### src/rtl/ssd_frame_receiver.sv
// Digit-scan stream receiver: rebuilds 8-nibble frames and scans them onto an 8-digit 7-seg display.
// Optional SSD_LZ_BLANK_EN blanks leading zero digits.
module ssd_frame_receiver #(
  parameter int REFRESH_DIV = 100000
) (
  input  logic       clk,
  input  logic       n_rst,
  input  logic       shift_strobe,
  input  logic [3:0] display_char,
  input  logic [7:0] ssd_en,
  output logic [6:0] seg,
  output logic [7:0] an,
  output logic       frame_valid,
  output logic       frame_err
);

  localparam int CW = (REFRESH_DIV > 2) ? $clog2(REFRESH_DIV) : 1;

  typedef enum logic {
    R_IDLE,
    R_RECV
  } rx_state_t;

  rx_state_t        r_state;
  logic [2:0]       r_exp;
  logic [7:0][3:0]  r_shadow;
  logic [7:0][3:0]  r_disp;
  logic             r_valid;
  logic             r_err;
  logic [CW-1:0]    r_cnt;
  logic [2:0]       r_idx;
  logic [6:0]       r_seg;
  logic [7:0]       r_an;

  logic             w_beat;
  logic             w_d0;
  logic             w_wrap;
  logic [7:0]       w_exp_oh;
  logic [7:0]       w_blank;

  assign w_beat   = |ssd_en;
  assign w_d0     = (ssd_en == 8'h01);
  assign w_exp_oh = 8'b1 << r_exp;
  assign w_wrap   = (r_cnt == CW'(REFRESH_DIV - 1));

  function automatic logic [6:0] f_dec(input logic [3:0] n);
    case (n)
      4'h0:    f_dec = 7'h40;
      4'h1:    f_dec = 7'h79;
      4'h2:    f_dec = 7'h24;
      4'h3:    f_dec = 7'h30;
      4'h4:    f_dec = 7'h19;
      4'h5:    f_dec = 7'h12;
      4'h6:    f_dec = 7'h02;
      4'h7:    f_dec = 7'h78;
      4'h8:    f_dec = 7'h00;
      4'h9:    f_dec = 7'h10;
      4'hA:    f_dec = 7'h08;
      4'hB:    f_dec = 7'h03;
      4'hC:    f_dec = 7'h46;
      4'hD:    f_dec = 7'h21;
      4'hE:    f_dec = 7'h06;
      default: f_dec = 7'h0E;
    endcase
  endfunction

  // A stray strobe is reported and the beat it rides on is ignored.
  always_ff @(posedge clk or negedge n_rst) begin
    if (!n_rst) begin
      r_state  <= R_IDLE;
      r_exp    <= 3'd0;
      r_shadow <= '0;
      r_disp   <= '0;
      r_valid  <= 1'b0;
      r_err    <= 1'b0;
    end else begin
      r_err <= 1'b0;
      if (shift_strobe && !w_d0) begin
        r_err <= 1'b1;
      end else if (w_beat) begin
        case (r_state)
          R_IDLE: begin
            if (ssd_en == 8'h80) begin
              r_shadow[7] <= display_char;
              r_exp       <= 3'd6;
              r_state     <= R_RECV;
            end else begin
              r_err <= 1'b1;
            end
          end
          R_RECV: begin
            if (ssd_en == w_exp_oh) begin
              if (r_exp == 3'd0) begin
                r_state <= R_IDLE;
                if (shift_strobe) begin
                  r_disp  <= {r_shadow[7:1], display_char};
                  r_valid <= 1'b1;
                end else begin
                  r_err <= 1'b1;
                end
              end else begin
                r_shadow[r_exp] <= display_char;
                r_exp           <= r_exp - 3'd1;
              end
            end else if (ssd_en == 8'h80) begin
              r_err       <= 1'b1;
              r_shadow    <= '0;
              r_shadow[7] <= display_char;
              r_exp       <= 3'd6;
            end else begin
              r_err   <= 1'b1;
              r_state <= R_IDLE;
            end
          end
          default: r_state <= R_IDLE;
        endcase
      end
    end
  end

`ifdef SSD_LZ_BLANK_EN
  logic [7:0] w_nz;

  always_comb begin
    w_nz = '0;
    for (int i = 0; i < 8; i++)
      w_nz[i] = |r_disp[i];
  end

  always_comb begin
    w_blank = '0;
    for (int i = 1; i < 8; i++)
      w_blank[i] = ((w_nz >> i) == 8'h00);
  end
`else
  assign w_blank = '0;
`endif

  always_ff @(posedge clk or negedge n_rst) begin
    if (!n_rst) begin
      r_cnt <= '0;
      r_idx <= 3'd0;
      r_seg <= 7'h7F;
      r_an  <= 8'hFF;
    end else begin
      if (w_wrap) begin
        r_cnt <= '0;
        r_idx <= r_idx + 3'd1;
      end else begin
        r_cnt <= r_cnt + CW'(1);
      end
      if (!r_valid) begin
        r_an  <= 8'hFF;
        r_seg <= 7'h7F;
      end else begin
        r_an  <= ~(8'b1 << r_idx);
        r_seg <= w_blank[r_idx] ? 7'h7F : f_dec(r_disp[r_idx]);
      end
    end
  end

  assign seg         = r_seg;
  assign an          = r_an;
  assign frame_valid = r_valid;
  assign frame_err   = r_err;

endmodule

### config.mk
export PLATFORM = sky130hd
export DESIGN_NAME = ssd_frame_receiver
export DESIGN_NICKNAME = d
export VERILOG_FILES = /design/src/rtl/ssd_frame_receiver.sv
export SDC_FILE = /design/constraint.sdc
export NUM_CORES = 1
export LEC_CHECK = 0
export BUFFER_PORTS_ARGS = -buffer_cell sky130_fd_sc_hd__buf_2
export CORE_MARGIN = 5
export CORE_UTILIZATION = 60
export DETAILED_ROUTE_END_ITERATION = 16
export PLACE_DENSITY_LB_ADDON = 0.05
export SLEW_MARGIN = 20
export SYNTH_ARGS = -nofsm -noshare
export SYNTH_HDL_FRONTEND = slang
export SYNTH_SLANG_ARGS = --single-unit
### constraint.sdc
create_clock -name clk -period 5.3 [get_ports clk]
set_input_delay 1.06 -clock clk [delete_from_list [all_inputs] [get_ports clk]]
set_output_delay 1.06 -clock clk [all_outputs]
set_load 0.1 [all_outputs]
==> PnR_summary.wiki, run 1 <==
{| class="wikitable"
! Metric !! Value
|-
| Core region area || 0.008134 sq mm
|-
| Average cell area after synthesis || 12.10 sq um
|-
| Unrepaired setup endpoints after global routing || no
|-
| Maximum number of pins on one net before global-route repair || 62
|-
| Post-DR wirelength/cell || 15.91 um
|-
| Leftover overflow at the end of global routing || 0
|-
| TritonCTS Buffers || 9
|-
| Io pins || 32
|-
| Wire length of the first global-routing pass || 15.06 mm
|-
| Share of the synthesized area in the top cell type || 0.4337
|-
| Count of port buffers added during placement || 31
|-
| Number of remaining DRC errors || 0
|-
| Highest Clock Rate || 266.8 MHz
|-
| Worst Setup End Kind || register
|-
| Count of unique library cells instantiated by Yosys || 51
|-
| Fin. max-slew vios || 0
|-
| Critical path class || input port to register
|-
| Final setup violation count || 0
|-
| Setup slack, reg-to-reg || 1.79 ns
|-
| Routed Antenna Nets || 0
|-
| Final Non-Filler Cells || 547
|-
| Share of total power in the clock network || 0.390
|-
| Leak Pwr || 2.551 nW
|-
| Count of H-tree levels built during CTS || 3
|-
| Design internal power || 1.048 mW
|-
| Share of synthesized area occupied by flip-flops and latches || 0.5131
|-
| Quantity of hold-fixing buffers added after cts || 0
|-
| Share of total power consumed by net switching || 0.2110
|-
| Min-delay worst type || register to register
|-
| Part of the power in combinational logic || 0.028
|-
| Worst setup path start || ssd_en[1]
|-
| Utilization after layout || 0.6647
|-
| Number of antenna violations at the first check in global routing || 0
|-
| Weighted congestion reported at the end of routability-driven placement || 0.8258
|-
| Arrival @ worst endpoint || 3.99 ns
|-
| Initial core utilization || 0.6101
|-
| Number of flops mapped to enable cells by yosys || 0
|-
| Total power divided by cell area || 245.7 mW/mm^2
|-
| Clock latency of the later-clocked register in the worst-skew pair || 0.36 ns
|-
| Startpoint type of the worst setup path || input port
|-
| Global-route total usage across every layer || 0.1880
|-
| Clock-pin slew of the registers on the worst-case setup and hold paths || 0.09 ns
|-
| Reported net switching power || 0.2803 mW
|-
| Final worst-path cycle share || 0.7071
|-
| Power share of the sequential group || 0.582
|-
| Status || finished clean
|-
| Clock tree sinks || 101
|-
| Worst Reg-to-Reg Cells || 8
|-
| Worst slew margin relative to its limit || 0.3372
|-
| Time the worst path needs with I/O delays and setup || 3.748 ns
|-
| Fraction of layout instances using a drive strength above 1 || 0.3167
|-
| Antenna diodes || 0
|-
| Required time at the worst-slack endpoint || 5.54 ns
|-
| Main flop type after synthesis || sky130_fd_sc_hd__dfrtp_1
|-
| Die extent in x || 100.9 um
|-
| Worst-path maximum fanout || 24
|-
| Vias per Instance || 5.669
|-
| Slew of the pin with the lowest slew margin || 0.9911 ns
|-
| # Post-CTS Setup Buffers || 0
|-
| Worst VDD drop || 0.2059 mV
|-
| R2r endpoint || r_shadow[10]
|-
| Synthesized Nets || 443
|-
| Timing endpoint of the critical path || r_shadow[25]
|-
| Number of rows created at floorplan || 33
|-
| Worst setup skew after layout || 0.006359 ns
|-
| Cell count after synthesis || 410
|-
| Starting DRT DRC Count || 116
|-
| Ys Warns || 0
|-
| Startpoint of the lowest-slack register-to-register path || r_exp[1]
|-
| Root buf cell || sky130_fd_sc_hd__clkbuf_8
|-
| Chip Height || 100.9 um
|-
| Total of max-cap violations || 0
|-
| CTS tree || yes
|-
| Synthesized area || 0.004962 sq mm
|-
| Total Nets Final || 471
|-
| Post-route setup TNS || 0 ns
|-
| Cell accounting for the most synthesized area || sky130_fd_sc_hd__dfrtp_1
|-
| Count of endpoints failing hold in the final timing report || 0
|-
| Full die area || 0.01019 sq mm
|-
| Vias in the first global route || 3090
|-
| Total wirelength of the detailed-routed design || 8.701 mm
|-
| Vias after detailed routing || 3101
|-
| #FFs+latches synth || 101
|-
| Drt pass-1 iters || 4
|-
| Layout-stage area growth over the synthesis result || 8.951%
|-
| Placed cell count || 532
|-
| HPWL after detailed placement || 5.854 mm
|-
| Buffers from clock root to sink, at most || 2
|-
| Proportion of register bits with asynchronous set or reset after synthesis || 1.000
|-
| Number of resized instances in the post-cts repair step || 0
|-
| Ranking of synthesized cells by area || sky130_fd_sc_hd__dfrtp_1, sky130_fd_sc_hd__mux2_2, sky130_fd_sc_hd__dfstp_2
|}
## power groups by stage
stage | clock network (mW) | logic [mW] | registers, mW
6_report | 0.518 | 0.0372 | 0.773
3_3_place_gp | 0 | 0.0374 | 0.787
2_1_floorplan | 0 | 0.0107 | 0.788
3_5_place_dp | 0 | 0.0383 | 0.788
5_1_grt | 0.560 | 0.0430 | 0.773
4_1_cts | 0.536 | 0.0385 | 0.773
## cells by family after synthesis
logic type | Yosys count | synth area share
flops | 101 | 0.5131
buf+inv | 29 | 0.02546
mux | 75 | 0.1868
compound gates | 34 | 0.04993
xor+xnor | 19 | 0.03354
fa+ha+maj | 18 | 0.04539
simple gates | 134 | 0.1457
## worst max-delay path, cell delays in order
cell and delay (ns):
sky130_fd_sc_hd__buf_2 0.12, sky130_fd_sc_hd__or4_1 0.56, sky130_fd_sc_hd__or3_1 0.44, sky130_fd_sc_hd__or4b_4 0.55, sky130_fd_sc_hd__a211oi_4 0.84, sky130_fd_sc_hd__nor2b_1 0.11
sky130_fd_sc_hd__mux2_2 0.30
## Yosys cell counts, types with 6 or more instances
cell type                  instances
sky130_fd_sc_hd__mux2i_1           6
sky130_fd_sc_hd__nor2_1           25
sky130_fd_sc_hd__dfstp_2          15
sky130_fd_sc_hd__dfrtp_1          86
sky130_fd_sc_hd__a21oi_1           6
sky130_fd_sc_hd__xor2_1           10
sky130_fd_sc_hd__nand3_1          20
sky130_fd_sc_hd__inv_1            11
sky130_fd_sc_hd__nor2b_1          28
sky130_fd_sc_hd__clkbuf_1          9
sky130_fd_sc_hd__nand2_1          27
sky130_fd_sc_hd__ha_1             18
sky130_fd_sc_hd__xnor2_1           9
sky130_fd_sc_hd__o21ai_0           8
sky130_fd_sc_hd__mux4_2            8
sky130_fd_sc_hd__mux2_2           60
## stage by stage
step	hold WS (ns)	setup WS (ns)	power [mW]	area (sq um)
floorplan	0.4527	1.848	0.7985	4962
finish	0.4870	1.552	1.328	5406
global route	0.5142	1.442	1.377	5406
global placement	0.4705	1.233	0.8249	5192
CTS	0.4918	1.568	1.347	5403
detailed placement	0.4761	1.170	0.8258	5192
## how the worst min path moves through the flow
stage / start / endpoint / cells after the start
after floorplan: r_cnt[14] / r_cnt[14] / 1
after global placement: r_cnt[4] / r_cnt[4] / 1
after detailed placement: r_cnt[4] / r_cnt[4] / 1
after CTS: r_cnt[14] / r_cnt[14] / 1
after global routing: r_shadow[24] / r_disp[24] / 1
final: r_cnt[4] / r_cnt[4] / 1
## per-layer routing
layer  wire [um]  part of all wire  GRT usage
met1        4179              0.48     0.2616
met2        4132              0.47     0.3013
met3         269             0.031    0.03599
met4         121             0.014    0.05726
met5           0                 0          0
## cells in the final DEF, fill, tap and decap left out, types with 9 or more instances in the layout
master	n
sky130_fd_sc_hd__xor2_1	10
sky130_fd_sc_hd__buf_2	30
sky130_fd_sc_hd__mux2_2	60
sky130_fd_sc_hd__dfstp_2	15
sky130_fd_sc_hd__clkbuf_8	9
sky130_fd_sc_hd__nor2_1	25
sky130_fd_sc_hd__inv_1	11
sky130_fd_sc_hd__nand2_1	27
sky130_fd_sc_hd__nand3_1	20
sky130_fd_sc_hd__nor2b_1	28
sky130_fd_sc_hd__ha_1	18
sky130_fd_sc_hd__dfrtp_1	86
sky130_fd_sc_hd__xnor2_1	9
## flip-flops by register name, indices dropped and copies added (netlist names)
name and count:
r_disp 32, r_shadow 28, r_cnt 17, an 8
seg 7, r_exp 3, r_idx 3, frame_err 1
frame_valid 1, r_state 1
## area by class of cell
class	instances	area, sq um
fillers	614	2728
flip-flops and latches	101	2546
multi-input cells	280	2293
repair buffers	34	180.2
well taps	105	131.4
clock buffers	10	127.6
clock inverters	5	82.58
inverters	12	45.04
No activity file was read; power rests on OpenSTA's default activity.
==> run 2: changes to the inputs <==
- clock period: 5.3 -> 3.85 ns (I/O delays scaled with it)
==> run 2 against run 1 <==
Against the previous run:
- highest routed layer unchanged
- combinational power up 41%
- setup slack got worse by 0.95 ns
- routed wire length shrank 0.20%
- power is 35% higher
- largest power group unchanged
- worst hold slack lost 0.062 ns
- utilization rose by 0.68 points
==> PnR_summary.wiki, run 2 (synthesis results as in run 1) <==
{| class="wikitable"
! Metric !! Value
|-
| Time the worst path needs with I/O delays and setup || 3.243 ns
|-
| Utilization after layout || 0.6714 (+0.006768)
|-
| Worst VDD drop || 0.2963 mV (+44%)
|-
| Count of endpoints failing hold in the final timing report || 0 (unchanged)
|-
| Drt pass-1 iters || 4 (unchanged)
|-
| Total power divided by cell area || 327.3 mW/mm^2 (+33%)
|-
| TritonCTS Buffers || 9 (unchanged)
|-
| Number of remaining DRC errors || 0 (unchanged)
|-
| Total Nets Final || 480 (+1.9%)
|-
| Maximum number of pins on one net before global-route repair || 52 (-16%)
|-
| Routed Antenna Nets || 0 (unchanged)
|-
| Number of antenna violations at the first check in global routing || 0 (unchanged)
|-
| Design internal power || 1.398 mW (+33%)
|-
| Clock-pin slew of the registers on the worst-case setup and hold paths || 0.09 ns (about the same)
|-
| Quantity of hold-fixing buffers added after cts || 0 (unchanged)
|-
| Initial core utilization || 0.6101 (unchanged)
|-
| Full die area || 0.01019 sq mm (unchanged)
|-
| Leading cell types in the layout, fill and taps excluded || sky130_fd_sc_hd__dfrtp_1, sky130_fd_sc_hd__mux2_2, sky130_fd_sc_hd__buf_2, sky130_fd_sc_hd__nor2b_1, sky130_fd_sc_hd__nand2_1
|-
| Startpoint type of the worst setup path || register
|-
| Count of H-tree levels built during CTS || 3 (unchanged)
|-
| Routed met1 length || 4.095 mm (-2.0%)
|-
| Min-delay worst type || input port to async pin
|-
| Most flop-heavy register || r_disp
|-
| Final Non-Filler Cells || 557 (+1.8%)
|-
| Fraction of layout instances using a drive strength above 1 || 0.3296 (+0.01290)
|-
| Slew of the pin with the lowest slew margin || 0.6553 ns (-0.3357 ns)
|-
| Number of resized instances in the post-cts repair step || 0 (unchanged)
|-
| Fill cell instance count of the final layout || 588 (-4.2%)
|-
| Status || finished clean
|-
| Highest metal used || met4
|-
| Cell family contributing the most delay on the critical path || simple AND/OR/NAND/NOR gates
|-
| Worst Reg-to-Reg Cells || 8 (unchanged)
|-
| Total of max-cap violations || 0 (unchanged)
|-
| Reported net switching power || 0.3893 mW (+39%)
|-
| Worst slew margin relative to its limit || 0.5631 (+0.2259)
|-
| Worst setup skew after layout || 0.01128 ns (+0.004921 ns)
|-
| Wire length on met2 || 4.218 mm (+2.1%)
|-
| # Post-CTS Setup Buffers || 0 (unchanged)
|-
| Total wirelength of the detailed-routed design || 8.684 mm (-0.20%)
|-
| Final worst-path cycle share || 0.8424
|-
| Root buf cell || sky130_fd_sc_hd__clkbuf_8
|-
| Placed cell count || 541 (+1.7%)
|-
| Wire length of the first global-routing pass || 14.86 mm (-1.4%)
|-
| Required time at the worst-slack endpoint || 4.09 ns (-1.45 ns)
|-
| Share of total power in the clock network || 0.376 (-0.014)
|-
| Share of total power consumed by net switching || 0.2177 (+0.006764)
|-
| Layout-stage area growth over the synthesis result || 10.06%
|-
| Cells along the critical path || inv_1 -> ha_1 -> nor4bb_1 -> nand2_1 -> a32oi_1 -> nand3_1 -> or4_1 -> mux2_1
|-
| Worst setup path start || r_exp[0]
|-
| Setup slack, reg-to-reg || 0.61 ns (-1.18 ns)
|-
| Most common cell after layout, fill and taps aside || sky130_fd_sc_hd__dfrtp_1
|-
| Post-DR wirelength/cell || 15.59 um (-2.0%)
|-
| Detailed-routed wire length on met3 || 299 um (+11%)
|-
| Longest individual stage delay on the worst path || 0.57 ns (-0.27 ns)
|-
| Number of rows created at floorplan || 33 (unchanged)
|-
| Startpoint of the lowest-slack register-to-register path || r_exp[0]
|-
| Multi-input gate area || 0.002290 sq mm (-0.16%)
|-
| Arrival @ worst endpoint || 3.48 ns (-0.51 ns)
|-
| Unrepaired setup endpoints after global routing || no
|-
| Part of the power in combinational logic || 0.029 (about the same)
|-
| Flip-flop count of the largest register, all copies and words added || 32 (unchanged)
|-
| Fin. max-slew vios || 0 (unchanged)
|-
| Leftover overflow at the end of global routing || 0 (unchanged)
|-
| Highest Clock Rate || 308.3 MHz
|-
| Starting DRT DRC Count || 106 (-8.6%)
|-
| Worst-path maximum fanout || 8 (-67%)
|-
| Core region area || 0.008134 sq mm (unchanged)
|-
| Buffers from clock root to sink, at most || 2 (unchanged)
|-
| CTS tree || yes
|-
| Global-route total usage across every layer || 0.1842 (-0.003860)
|-
| Die extent in x || 100.9 um (unchanged)
|-
| Power share of the sequential group || 0.595 (+0.013)
|-
| Weighted congestion reported at the end of routability-driven placement || 0.7908 (-4.2%)
|-
| Io pins || 32 (unchanged)
|-
| HPWL after detailed placement || 5.949 mm (+1.6%)
|-
| Chip Height || 100.9 um (unchanged)
|-
| Antenna diodes || 0 (unchanged)
|-
| Sum of buffers and inverters on the critical path || 1 (unchanged)
|-
| Vias per Instance || 5.607 (-1.1%)
|-
| Critical path class || register to register
|-
| Clock latency of the later-clocked register in the worst-skew pair || 0.36 ns (about the same)
|-
| Leak Pwr || 2.597 nW (+1.8%)
|-
| Area taken by flip-flops and latches || 0.002546 sq mm (unchanged)
|-
| Vias after detailed routing || 3123 (+0.71%)
|-
| Largest registers ranked by flip-flop count || r_disp x32, r_shadow x28, r_cnt x17
|-
| Vias in the first global route || 3051 (-1.3%)
|-
| Worst Setup End Kind || register
|-
| Slowest stage cell on the critical path || sky130_fd_sc_hd__or4_1
|-
| Final setup violation count || 0 (unchanged)
|-
| Cell count along the critical path || 8 (+1)
|-
| Post-route setup TNS || 0 ns (unchanged)
|-
| Count of port buffers added during placement || 31 (unchanged)
|-
| Clock tree sinks || 101 (unchanged)
|}
## run 2: final timing paths
| path | endpoint |
|---|---|
| min in group clk | r_cnt[14] |
| min | r_disp[28] |
| min reg2reg | r_cnt[14] |
| max reg2reg | r_shadow[27] |
| max in group asynchronous | r_disp[27] |
| max | r_shadow[27] |
## run 2: cell type report
type / instances / area share
timing repair buffer: 43 / 0.04536
tap: 105 / 0.02405
clock buffer: 11 / 0.02589
multi-input combinational: 280 / 0.4192
inverter: 12 / 0.008247
sequential: 101 / 0.4662
clock inverter: 5 / 0.01100
## run 2: power by group through the flow
stage                     clock network, mW  logic (mW)  registers, mW
final                                 0.672      0.0523           1.06
after global placement                    0      0.0526           1.08
after floorplan                           0      0.0147           1.08
after detailed placement                  0      0.0536           1.08
after CTS                             0.694      0.0538           1.06
after global routing                  0.737      0.0601           1.06
## run 2: per-layer routing
metal	vias to the layer above	global-route usage
li1	1527	-
met1	1550	0.2586
met2	38	0.2972
met3	8	0.04221
met4	0	0.03681
met5	-	0
## run 2: through the flow
step	area [sq um]	power [mW]	setup slack [ns]	hold slack, ns
after global routing	5461	1.861	0.4879	0.4599
after global placement	5260	1.137	0.4428	0.4717
after detailed placement	5260	1.138	0.3653	0.4785
final	5461	1.788	0.6068	0.4247
after floorplan	4962	1.099	0.6876	0.4527
after CTS	5461	1.811	0.6305	0.4303
## run 2: worst register-to-register path, stage by stage, from the launching register on
cell and delay, ns:
sky130_fd_sc_hd__dfrtp_1 0.50, sky130_fd_sc_hd__inv_1 0.16, sky130_fd_sc_hd__ha_1 0.31, sky130_fd_sc_hd__nor4bb_1 0.30, sky130_fd_sc_hd__nand2_1 0.08, sky130_fd_sc_hd__a32oi_1 0.55, sky130_fd_sc_hd__nand3_1 0.30, sky130_fd_sc_hd__or4_1 0.57
sky130_fd_sc_hd__mux2_1 0.35
==> run 3: changes to the inputs <==
- CORE_UTILIZATION: 60 -> 55
- clock period: 3.85 -> 2.6 ns (I/O delays scaled with it)
==> run 3 against run 2 <==
Against the previous run:
- global-route usage decreased by 1.7 points
- critical path depth grew 1
- final area grew 9.0%
==> PnR_summary.wiki, run 3 (synthesis results as in run 1) <==
{| class="wikitable"
! Metric !! Value
|-
| Global-route total usage across every layer || 0.1669 (-0.01725)
|-
| Count of endpoints failing hold in the final timing report || 0 (unchanged)
|-
| Post-route setup TNS || 0 ns (unchanged)
|-
| Die extent in x || 105.0 um (+4.0%)
|-
| Placed cell count || 571 (+5.5%)
|-
| Clock tree sinks || 101 (unchanged)
|-
| Number of antenna violations at the first check in global routing || 0 (unchanged)
|-
| Slew of the pin with the lowest slew margin || 0.6323 ns (-0.02298 ns)
|-
| Utilization after layout || 0.6790 (+0.007606)
|-
| Largest registers ranked by flip-flop count || r_disp x32, r_shadow x28, r_cnt x17
|-
| Post-DR wirelength/cell || 15.51 um (-0.52%)
|-
| Worst slew margin relative to its limit || 0.5784 (+0.01532)
|-
| Vias in the first global route || 3166 (+3.8%)
|-
| Wire length of the first global-routing pass || 15.18 mm (+2.2%)
|-
| Vias after detailed routing || 3272 (+4.8%)
|-
| Final setup violation count || 0 (unchanged)
|-
| Count of port buffers added during placement || 31 (unchanged)
|-
| Flip-flop count of the largest register, all copies and words added || 32 (unchanged)
|-
| CTS tree || yes
|-
| Fin. max-slew vios || 0 (unchanged)
|-
| Arrival @ worst endpoint || 2.82 ns (-0.66 ns)
|-
| Antenna diodes || 0 (unchanged)
|-
| Final Cell Area || 0.005951 sq mm (+9.0%)
|-
| Min-delay worst type || input port to async pin
|-
| Total Nets Final || 515 (+7.3%)
|-
| Buffers from clock root to sink, at most || 2 (unchanged)
|-
| HPWL after detailed placement || 6.276 mm (+5.5%)
|-
| Total wirelength of the detailed-routed design || 9.228 mm (+6.3%)
|-
| Worst setup skew after layout || 0.01445 ns (+0.003174 ns)
|-
| Count of H-tree levels built during CTS || 3 (unchanged)
|-
| Leftover overflow at the end of global routing || 0 (unchanged)
|-
| Root buf cell || sky130_fd_sc_hd__clkbuf_8
|-
| Post-Place Worst Slack || -0.2958 ns (-0.6611 ns)
|-
| Drt pass-1 iters || 4 (unchanged)
|-
| Starting DRT DRC Count || 87 (-18%)
|-
| Chip Height || 105.0 um (+4.0%)
|-
| Worst Setup End Kind || register
|-
| Initial core utilization || 0.5662 (-0.04381)
|-
| Vias per Instance || 5.499 (-1.9%)
|-
| Status || finished clean
|-
| Required time at the worst-slack endpoint || 2.85 ns (-1.24 ns)
|-
| Core region area || 0.008763 sq mm (+7.7%)
|-
| Full die area || 0.01102 sq mm (+8.2%)
|-
| Routed Antenna Nets || 0 (unchanged)
|-
| Clock latency of the later-clocked register in the worst-skew pair || 0.36 ns (about the same)
|-
| Tot Pwr || 2.626 mW (+47%)
|-
| Time the worst path needs with I/O delays and setup || 2.575 ns
|-
| Critical path class || input port to register
|-
| Fill cell instance count of the final layout || 680 (+16%)
|-
| Worst VDD drop || 0.3139 mV (+5.9%)
|-
| Total of max-cap violations || 0 (unchanged)
|-
| Layout-stage area growth over the synthesis result || 19.92%
|-
| Most common cell after layout, fill and taps aside || sky130_fd_sc_hd__dfrtp_1
|-
| Io pins || 32 (unchanged)
|-
| Weighted congestion reported at the end of routability-driven placement || 0.7900 (-0.10%)
|-
| Fraction of layout instances using a drive strength above 1 || 0.4189 (+0.08925)
|-
| Worst-path maximum fanout || 6 (-2)
|-
| Startpoint type of the worst setup path || input port
|-
| Highest Clock Rate || 388.4 MHz
|-
| Hold Slack || 0.1716 ns (-0.2531 ns)
|-
| Clock-pin slew of the registers on the worst-case setup and hold paths || 0.11 ns (+0.02 ns)
|-
| Total power divided by cell area || 441.3 mW/mm^2 (+35%)
|-
| Maximum number of pins on one net before global-route repair || 51 (-1.9%)
|-
| DP Area || 0.005532 sq mm (+5.2%)
|-
| Leading cell types in the layout, fill and taps excluded || sky130_fd_sc_hd__dfrtp_1, sky130_fd_sc_hd__mux2_2, sky130_fd_sc_hd__buf_4, sky130_fd_sc_hd__buf_2, sky130_fd_sc_hd__nor2b_1
|-
| Slack of the critical path || 0.02523 ns (-0.5816 ns)
|-
| Final worst-path cycle share || 0.9903
|-
| TritonCTS Buffers || 9 (unchanged)
|-
| Leak Pwr || 2.808 nW (+8.1%)
|-
| Final Non-Filler Cells || 595 (+6.8%)
|-
| Number of rows created at floorplan || 34 (+3.0%)
|-
| Number of remaining DRC errors || 0 (unchanged)
|-
| Most flop-heavy register || r_disp
|}
[run 3: changes by cell type in the layout (fill, tap and decap cells not counted), moves of 4 or more]
| cell | change |
|---|---|
| sky130_fd_sc_hd__nor4_2 | +4 |
| sky130_fd_sc_hd__ha_1 | -4 |
| sky130_fd_sc_hd__buf_12 | +4 |
| sky130_fd_sc_hd__buf_6 | +4 |
| sky130_fd_sc_hd__nor4_1 | -4 |
| sky130_fd_sc_hd__buf_4 | +25 |
[run 3: worst paths after layout]
kind | from | to | slack [ns] | cells after the start
setup / recovery | ssd_en[1] | r_shadow[21] | 0.03 | 9
hold / removal | n_rst | r_idx[2] | 0.17 | 1
max in group asynchronous | n_rst | r_shadow[16] | 1.70 | 2
min in group clk | r_cnt[4] | r_cnt[4] | 0.50 | 1
hold reg to reg | r_cnt[4] | r_cnt[4] | 0.50 | 1
setup reg to reg | r_exp[0] | r_shadow[29] | 0.05 | 9
[run 3: metal layers]
layer  global-route usage  up-vias  part of all wire
li1                     -     1598                 -
met1               0.2352     1614              0.48
met2               0.2626       47              0.47
met3              0.03822       13             0.035
met4              0.04384        0             0.012
met5                    0        -                 0
[run 3: critical path, cell delays in order]
cell,delay [ns]
sky130_fd_sc_hd__buf_2,0.10
sky130_fd_sc_hd__or4_4,0.54
sky130_fd_sc_hd__or3_1,0.34
sky130_fd_sc_hd__or4b_4,0.52
sky130_fd_sc_hd__a211oi_4,0.18
sky130_fd_sc_hd__buf_6,0.17
sky130_fd_sc_hd__clkbuf_16,0.15
sky130_fd_sc_hd__nor2b_1,0.04
sky130_fd_sc_hd__mux2_2,0.25
[run 3: final cells by class]
| class | count | area (sq um) | area share |
|---|---|---|---|
| tap | 108 | 135.1 | 0.02271 |
| multi-input combinational | 280 | 2422 | 0.4071 |
| clock inverter | 6 | 53.80 | 0.009041 |
| clock buffer | 10 | 137.6 | 0.02313 |
| sequential | 101 | 2546 | 0.4279 |
| inverter | 12 | 45.04 | 0.007569 |
| timing repair buffer | 78 | 610.6 | 0.1026 |
[run 3: what timing repair did]
item / in CTS / in global routing
hold buffers: 0 / 0
hold endpoints to repair: 0 / 0
buffers inserted: 0 / 5
gates resized for setup: 0 / 23
setup endpoints to repair: 0 / 63
[run 3: power by group]
group | switching [mW] | internal (mW) | leakage, nW
sequential | 0.00151 | 1.57 | 1.33
combinational | 0.0619 | 0.0355 | 1.39
clock | 0.562 | 0.391 | 0.0890
